[src/rtl/uart_cmd_sequencer.sv]
// uart_cmd_sequencer
//   Queues 5-byte command frames from the UART receive front end and runs
//   each frame as one transaction on a 16-bit req/ack register bus. After
//   each transaction it returns a status/response byte stream to the UART
//   transmitter. Only one bus transaction is outstanding at a time, and
//   frames complete strictly in order.
// Ports:
//   clk40M, reset          : clock, synchronous active-high reset
//   cmdUpdate, cmd,        : frame strobe and frame bytes
//   addrLsb/Msb, dataLsb/Msb
//   cmdDrop                : pulse, a frame was lost to a full FIFO
//   busReq/We/Addr/Wdata   : register bus request side
//   busAck, busRdata       : register bus completion side
//   txData/txValid/txReady : response byte stream (valid/ready)
//   busy                   : FIFO non-empty or transaction in flight
//   errCnt                 : saturating bus timeout count
module uart_cmd_sequencer #(
    parameter int         DEPTH   = 4,
    parameter int         TIMEOUT = 255,
    parameter logic [7:0] CMD_WR  = 8'hA0,
    parameter logic [7:0] CMD_RD  = 8'hA1,
    parameter logic [7:0] CMD_WRV = 8'hA2
) (
    input  logic        clk40M,
    input  logic        reset,
    input  logic        cmdUpdate,
    input  logic [7:0]  cmd,
    input  logic [7:0]  addrLsb,
    input  logic [7:0]  addrMsb,
    input  logic [7:0]  dataLsb,
    input  logic [7:0]  dataMsb,
    output logic        cmdDrop,
    output logic        busReq,
    output logic        busWe,
    output logic [15:0] busAddr,
    output logic [15:0] busWdata,
    input  logic        busAck,
    input  logic [15:0] busRdata,
    output logic [7:0]  txData,
    output logic        txValid,
    input  logic        txReady,
    output logic        busy,
    output logic [7:0]  errCnt
);
    localparam int AW = $clog2(DEPTH);
    localparam int TW = $clog2(TIMEOUT + 1);

    typedef enum logic [1:0] {IDLE, BUS, GAP, RESP} state_t;
    state_t state;

    // FIFO: pointers carry one extra wrap bit to tell full from empty
    logic [39:0]   fifoMem [DEPTH];
    logic [AW:0]   wrPtr, rdPtr;
    logic          fifoEmpty, fifoFull, cmdKnown, pop, push;
    logic [39:0]   head;

    logic [TW-1:0] tmoCnt;
    logic          oneByte;   // CMD_WR: status byte only
    logic          isWrv;     // write phase is followed by a readback
    logic [15:0]   rdata;
    logic [1:0]    byteIdx;

    assign fifoEmpty = (wrPtr == rdPtr);
    assign fifoFull  = (wrPtr[AW] != rdPtr[AW]) && (wrPtr[AW-1:0] == rdPtr[AW-1:0]);
    assign cmdKnown  = (cmd == CMD_WR) || (cmd == CMD_RD) || (cmd == CMD_WRV);
    assign pop       = (state == IDLE) && !fifoEmpty;
    // A pop in the same cycle frees a slot, so a full FIFO can still accept
    assign push      = cmdUpdate && cmdKnown && (!fifoFull || pop);
    assign head      = fifoMem[rdPtr[AW-1:0]];

    always_ff @(posedge clk40M) begin
        if (push)
            fifoMem[wrPtr[AW-1:0]] <= {cmd, addrMsb, addrLsb, dataMsb, dataLsb};
    end

    always_ff @(posedge clk40M) begin
        if (reset) begin
            wrPtr   <= '0;
            rdPtr   <= '0;
            cmdDrop <= 1'b0;
            busy    <= 1'b0;
        end else begin
            if (push) wrPtr <= wrPtr + 1'b1;
            if (pop)  rdPtr <= rdPtr + 1'b1;
            cmdDrop <= cmdUpdate && cmdKnown && fifoFull && !pop;
            busy    <= !fifoEmpty || (state != IDLE);
        end
    end

    always_ff @(posedge clk40M) begin
        if (reset) begin
            state    <= IDLE;
            busReq   <= 1'b0;
            busWe    <= 1'b0;
            busAddr  <= '0;
            busWdata <= '0;
            txData   <= '0;
            txValid  <= 1'b0;
            errCnt   <= '0;
            tmoCnt   <= '0;
            oneByte  <= 1'b0;
            isWrv    <= 1'b0;
            rdata    <= '0;
            byteIdx  <= '0;
        end else begin
            case (state)
                IDLE: if (pop) begin
                    busReq   <= 1'b1;
                    busWe    <= (head[39:32] != CMD_RD);
                    busAddr  <= head[31:16];
                    busWdata <= head[15:0];
                    oneByte  <= (head[39:32] == CMD_WR);
                    isWrv    <= (head[39:32] == CMD_WRV);
                    tmoCnt   <= '0;
                    rdata    <= '0;
                    state    <= BUS;
                end
                // busReq is always high in BUS, so busAck is only honoured here
                BUS: if (busAck) begin
                    busReq <= 1'b0;
                    tmoCnt <= '0;
                    if (busWe && isWrv) begin
                        state <= GAP;
                    end else begin
                        if (!busWe) rdata <= busRdata;
                        txData  <= 8'h55;
                        txValid <= 1'b1;
                        byteIdx <= '0;
                        state   <= RESP;
                    end
                end else if (tmoCnt == TW'(TIMEOUT - 1)) begin
                    // TIMEOUT-th cycle without ack; readback is skipped
                    busReq  <= 1'b0;
                    rdata   <= '0;
                    txData  <= 8'hEE;
                    txValid <= 1'b1;
                    byteIdx <= '0;
                    state   <= RESP;
                    if (errCnt != 8'hFF) errCnt <= errCnt + 1'b1;
                end else begin
                    tmoCnt <= tmoCnt + 1'b1;
                end
                GAP: begin
                    busReq <= 1'b1;
                    busWe  <= 1'b0;
                    tmoCnt <= '0;
                    state  <= BUS;
                end
                RESP: if (txReady) begin
                    if (oneByte || byteIdx == 2'd2) begin
                        txValid <= 1'b0;
                        state   <= IDLE;
                    end else begin
                        byteIdx <= byteIdx + 1'b1;
                        txData  <= (byteIdx == 2'd0) ? rdata[7:0] : rdata[15:8];
                    end
                end
                default: state <= IDLE;
            endcase
        end
    end
endmodule

[config.mk]
export PLATFORM = sky130hd
export DESIGN_NAME = uart_cmd_sequencer
export DESIGN_NICKNAME = d
export VERILOG_FILES = /design/src/rtl/uart_cmd_sequencer.sv
export SDC_FILE = /design/constraint.sdc
export NUM_CORES = 1
export LEC_CHECK = 0
export CAP_MARGIN = 30
export CORE_AREA = 2 2 149 137
export DETAILED_ROUTE_END_ITERATION = 10
export DIE_AREA = 0 0 151 139
export GPL_TIMING_DRIVEN = 0
export PLACE_DENSITY = 0.83
export SLEW_MARGIN = 20
export SYNTH_ARGS = -nofsm -noshare
export SYNTH_HDL_FRONTEND = slang
export SYNTH_SLANG_ARGS = --single-unit
[constraint.sdc]
create_clock -name clk40M -period 2.7 [get_ports clk40M]
set_input_delay 0.27 -clock clk40M [delete_from_list [all_inputs] [get_ports clk40M]]
set_output_delay 0.27 -clock clk40M [all_outputs]
set_load 0.01 [all_outputs]
==> flow_summary_export.csv <==
group,metric,value,unit
finish,fin_util,61.2,%
finish,instances_no_fill,1061,
pwr,switching_share,23.6,%
clock_network,tritoncts,"built",
worst_setup_path,slowest_stage,"nor3b_4",
worst_setup_path,arrival,2.59,ns
global_routing,grt_first_pass_wirelength,30700,µm
finish,diodes,0,
worst_setup_path,required,2.95,ns
placement,place_inst,1013,
timing,rsz0062_at_grt,"no",
timing,setup_tns,0,ns
finish,fillers,1464,
worst_setup_path,worstRegToRegCells,5,
worst_hold_path,min_path_cells,4,
pwr,switchingPower,2.06,mW
timing,hold_viol,0,
yosys,synth_cell_types,57,
pwr,ir_drop,599,µV
clock_network,cts_setup_buffers,0,
worst_setup_path,max_stage_delay,0.59,ns
pwr,p_leak,3.92,nW
pwr,p_comb_share,11.5,%
clock_network,clk_pin_slew,0.06,ns
clock_network,clock_sinks,251,
finish,drive_above_1_share,15.1,%
placement,port_buffers,112,
yosys,ys_seq_area_share,69.5,%
yosys,syn_area,9540,µm²
yosys,avgSynthCellArea,14.9,µm²
yosys,yosysWarnings,0,
die,die_h,139,µm
worst_setup_path,cp_top_family,"simple AND/OR/NAND/NOR gates",
routing,wl_per_cell,18.7,µm
global_routing,grt_max_degree,31,
worst_setup_path,cp-end-kind,"flop",
pwr,powerDensity,730,nW/µm²
timing,period_share,86.6,%
timing,relSlewSlack,40.5,%
timing,tightest_slew,0.886,ns
routing,wl,19800,µm
placement,post_dp_cell_area,11100,µm²
global_routing,grt_overflow,0,
timing,fin_hold_ws,0.273,ns
finish,stdcell_area,11900,µm²
timing,fmax,0.427,GHz
routing,drt_iter0_markers,428,
worst_setup_path,crit_path_max_fanout,12,
routing,dr_total_vias,5741,
die,die_area,21000,µm²
yosys,synth-edff-count,160,
die,io-pin-count,114,
timing,drv_slew,0,
worst_setup_path,cp_num_buf_inv,2,
worst_setup_path,critPathLaunchType,"flop",
clock_network,clk_latency,0.54,ns
die,rows,49,
routing,drc,0,
global_routing,antenna_found_initial,0,
global_routing,first_global_vias,5775,
status,outcome,"finished clean",
die,chipWidth,151,µm
timing,period_needed,2.34,ns
yosys,async_flop_share,0,%
run,maxCapViolations,0,
yosys,syn_inst,640,
worst_setup_path,crit_chain,"xor2_1 -> or4b_4 -> nor3b_4 -> buf_6 -> buf_8",
worst_setup_path,crit_type,"flop to flop",
placement,gp_congestion,0.800,
worst_setup_path,path_depth,5,
finish,regArea,6630,µm²
pwr,p_clk_share,39.8,%
clock_network,h-tree-depth,1,
yosys,synth_nets,711,
finish,syn2layout_area_growth,25.1,%
worst_hold_path,hp-class,"primary input to flop",
pwr,p_int,6.65,mW
die,initial_utilization,48.9,%
die,core_area,19500,µm²
routing,firstDrtPassIters,4,
finish,multi_input_area,2730,µm²
placement,dpl.hpwl,13200,µm
timing,final-setup-viol-count,0,
yosys,ys_ff_latch,251,
routing,vias_per_cell,5.41,
clock_network,cts_hold_buf,0,
clock_network,max-clock-path-buffers,3,
clock_network,root_buffer,"clkbuf_16",
yosys,synthFlopType,"edfxtp_1",
finish,finalNetCount,857,
routing,antenna_left,0,
timing,final.setup_skew,0.0234,ns
clock_network,cts_resized,0,
global_routing,track_usage,18.7,%
clock_network,cts_made_buffers,26,
pwr,seqPwrFrac,48.7,%
-- cell usage in the layout, fill, tap and decap left out, types with 4 or more instances in the layout --
cell,instances
clkdlybuf4s50_1,112
xnor2_1,10
dfxtp_1,91
nor4b_1,4
buf_4,4
nand2_1,81
clkinv_2,7
nor2_1,41
mux2i_1,16
clkbuf_16,26
buf_2,13
a21oi_1,51
nor3_1,7
nand3_1,12
edfxtp_1,160
a311oi_1,6
mux4_2,34
o21ai_0,5
clkbuf_8,4
a22o_1,16
inv_1,7
clkbuf_1,18
ha_1,10
-- worst paths after layout --
| check | start | slack (ns) | endpoint |
|---|---|---|---|
| setup / recovery | wrPtr[0] | 0.36 | fifoMem[3][5] |
| setup reg to reg | wrPtr[0] | 0.36 | fifoMem[3][5] |
| hold reg to reg | busAddr[1] | 0.45 | busAddr[1] |
| hold / removal | busAck | 0.27 | tmoCnt[5] |
-- tightest hold or removal path: stages --
cell      delay (ns)
buf_2           0.22
nor3b_4         0.11
nand2_1         0.06
a311oi_1        0.08
-- synth_stat cells, types with 2 or more instances --
library cell  count  area (µm²)
nor2_1           41         154
buf_2            13        65.1
nand4_1           2        12.5
clkbuf_1         15        56.3
nor3b_1           3        22.5
nor2b_1           2        12.5
mux4_2           34         766
nor4b_1           4        35.0
buf_4             4        30.0
dfxtp_1          91        1820
nor3_1            7        35.0
mux2i_1          16         160
inv_1             7        26.3
o211a_1           2        20.0
and3_1            3        18.8
a31oi_1           2        12.5
nand2b_1          3        18.8
a22o_1           16         140
nor4_2            3        37.5
and2_1            3        18.8
a311oi_1          6        52.6
o21ai_0           5        25.0
xor2_1            3        26.3
xnor2_1          10        87.6
mux2_2            2        22.5
edfxtp_1        160        4800
nand3_1          12        60.1
nand4b_1          3        26.3
a21oi_1          51         255
nand2_1          81         304
ha_1             10         125
-- layout make-up --
| type | count | area share (%) |
|---|---|---|
| sequential | 251 | 55.5 |
| multi-input combinational | 348 | 22.9 |
| inverter | 8 | 0.252 |
| tap | 255 | 2.67 |
| clock buffer | 33 | 6.01 |
| timing repair buffer | 118 | 10.2 |
| buffer | 33 | 1.36 |
| clock inverter | 15 | 1.12 |
-- per-stage QoR --
step,total power [mW],setup slack (ns)
after floorplan,4.90,0.206
after global placement,5.30,-0.995
after detailed placement,5.33,-0.148
after CTS,8.79,0.304
after global routing,9.02,0.216
final,8.71,0.361
-- per-layer routing --
metal / wire (µm) / part of all wire, % / GRT usage, % / vias up
met5: 0 / 0 / 0 / -
met4: 423 / 2.1 / 4.38 / 0
met3: 1450 / 7.3 / 4.11 / 31
met2: 9550 / 48 / 31.0 / 182
met1: 8390 / 42 / 25.2 / 2827
li1: - / - / - / 2701
-- logic make-up after synthesis --
group | share of synthesized area (%)
flip-flops | 69.5
AO/OA/AOI/OAI | 6.45
XOR/XNOR | 1.36
adder cells (fa/ha/maj) | 1.31
AND/OR/NAND/NOR | 9.43
buffers and inverters | 2.02
multiplexers | 9.94
-- power groups by stage --
stage / logic [mW] / clock network (mW) / registers [mW]
after floorplan: 0.560 / 0 / 4.34
after global placement: 0.979 / 0 / 4.32
after detailed placement: 1.00 / 0 / 4.32
after CTS: 1.01 / 3.53 / 4.24
after global routing: 1.08 / 3.68 / 4.25
final: 1.00 / 3.47 / 4.24
-- registers in the layout, indices dropped and copies added (netlist names), 2 cells and up, named ones only --
register  flops
fifoMem     160
tmoCnt        8
state         2
txData        8
errCnt        8
wrPtr         3
byteIdx       2
busWdata     16
rdata        16
busAddr      16
rdPtr         3
Power figures use the tool's default switching activity.
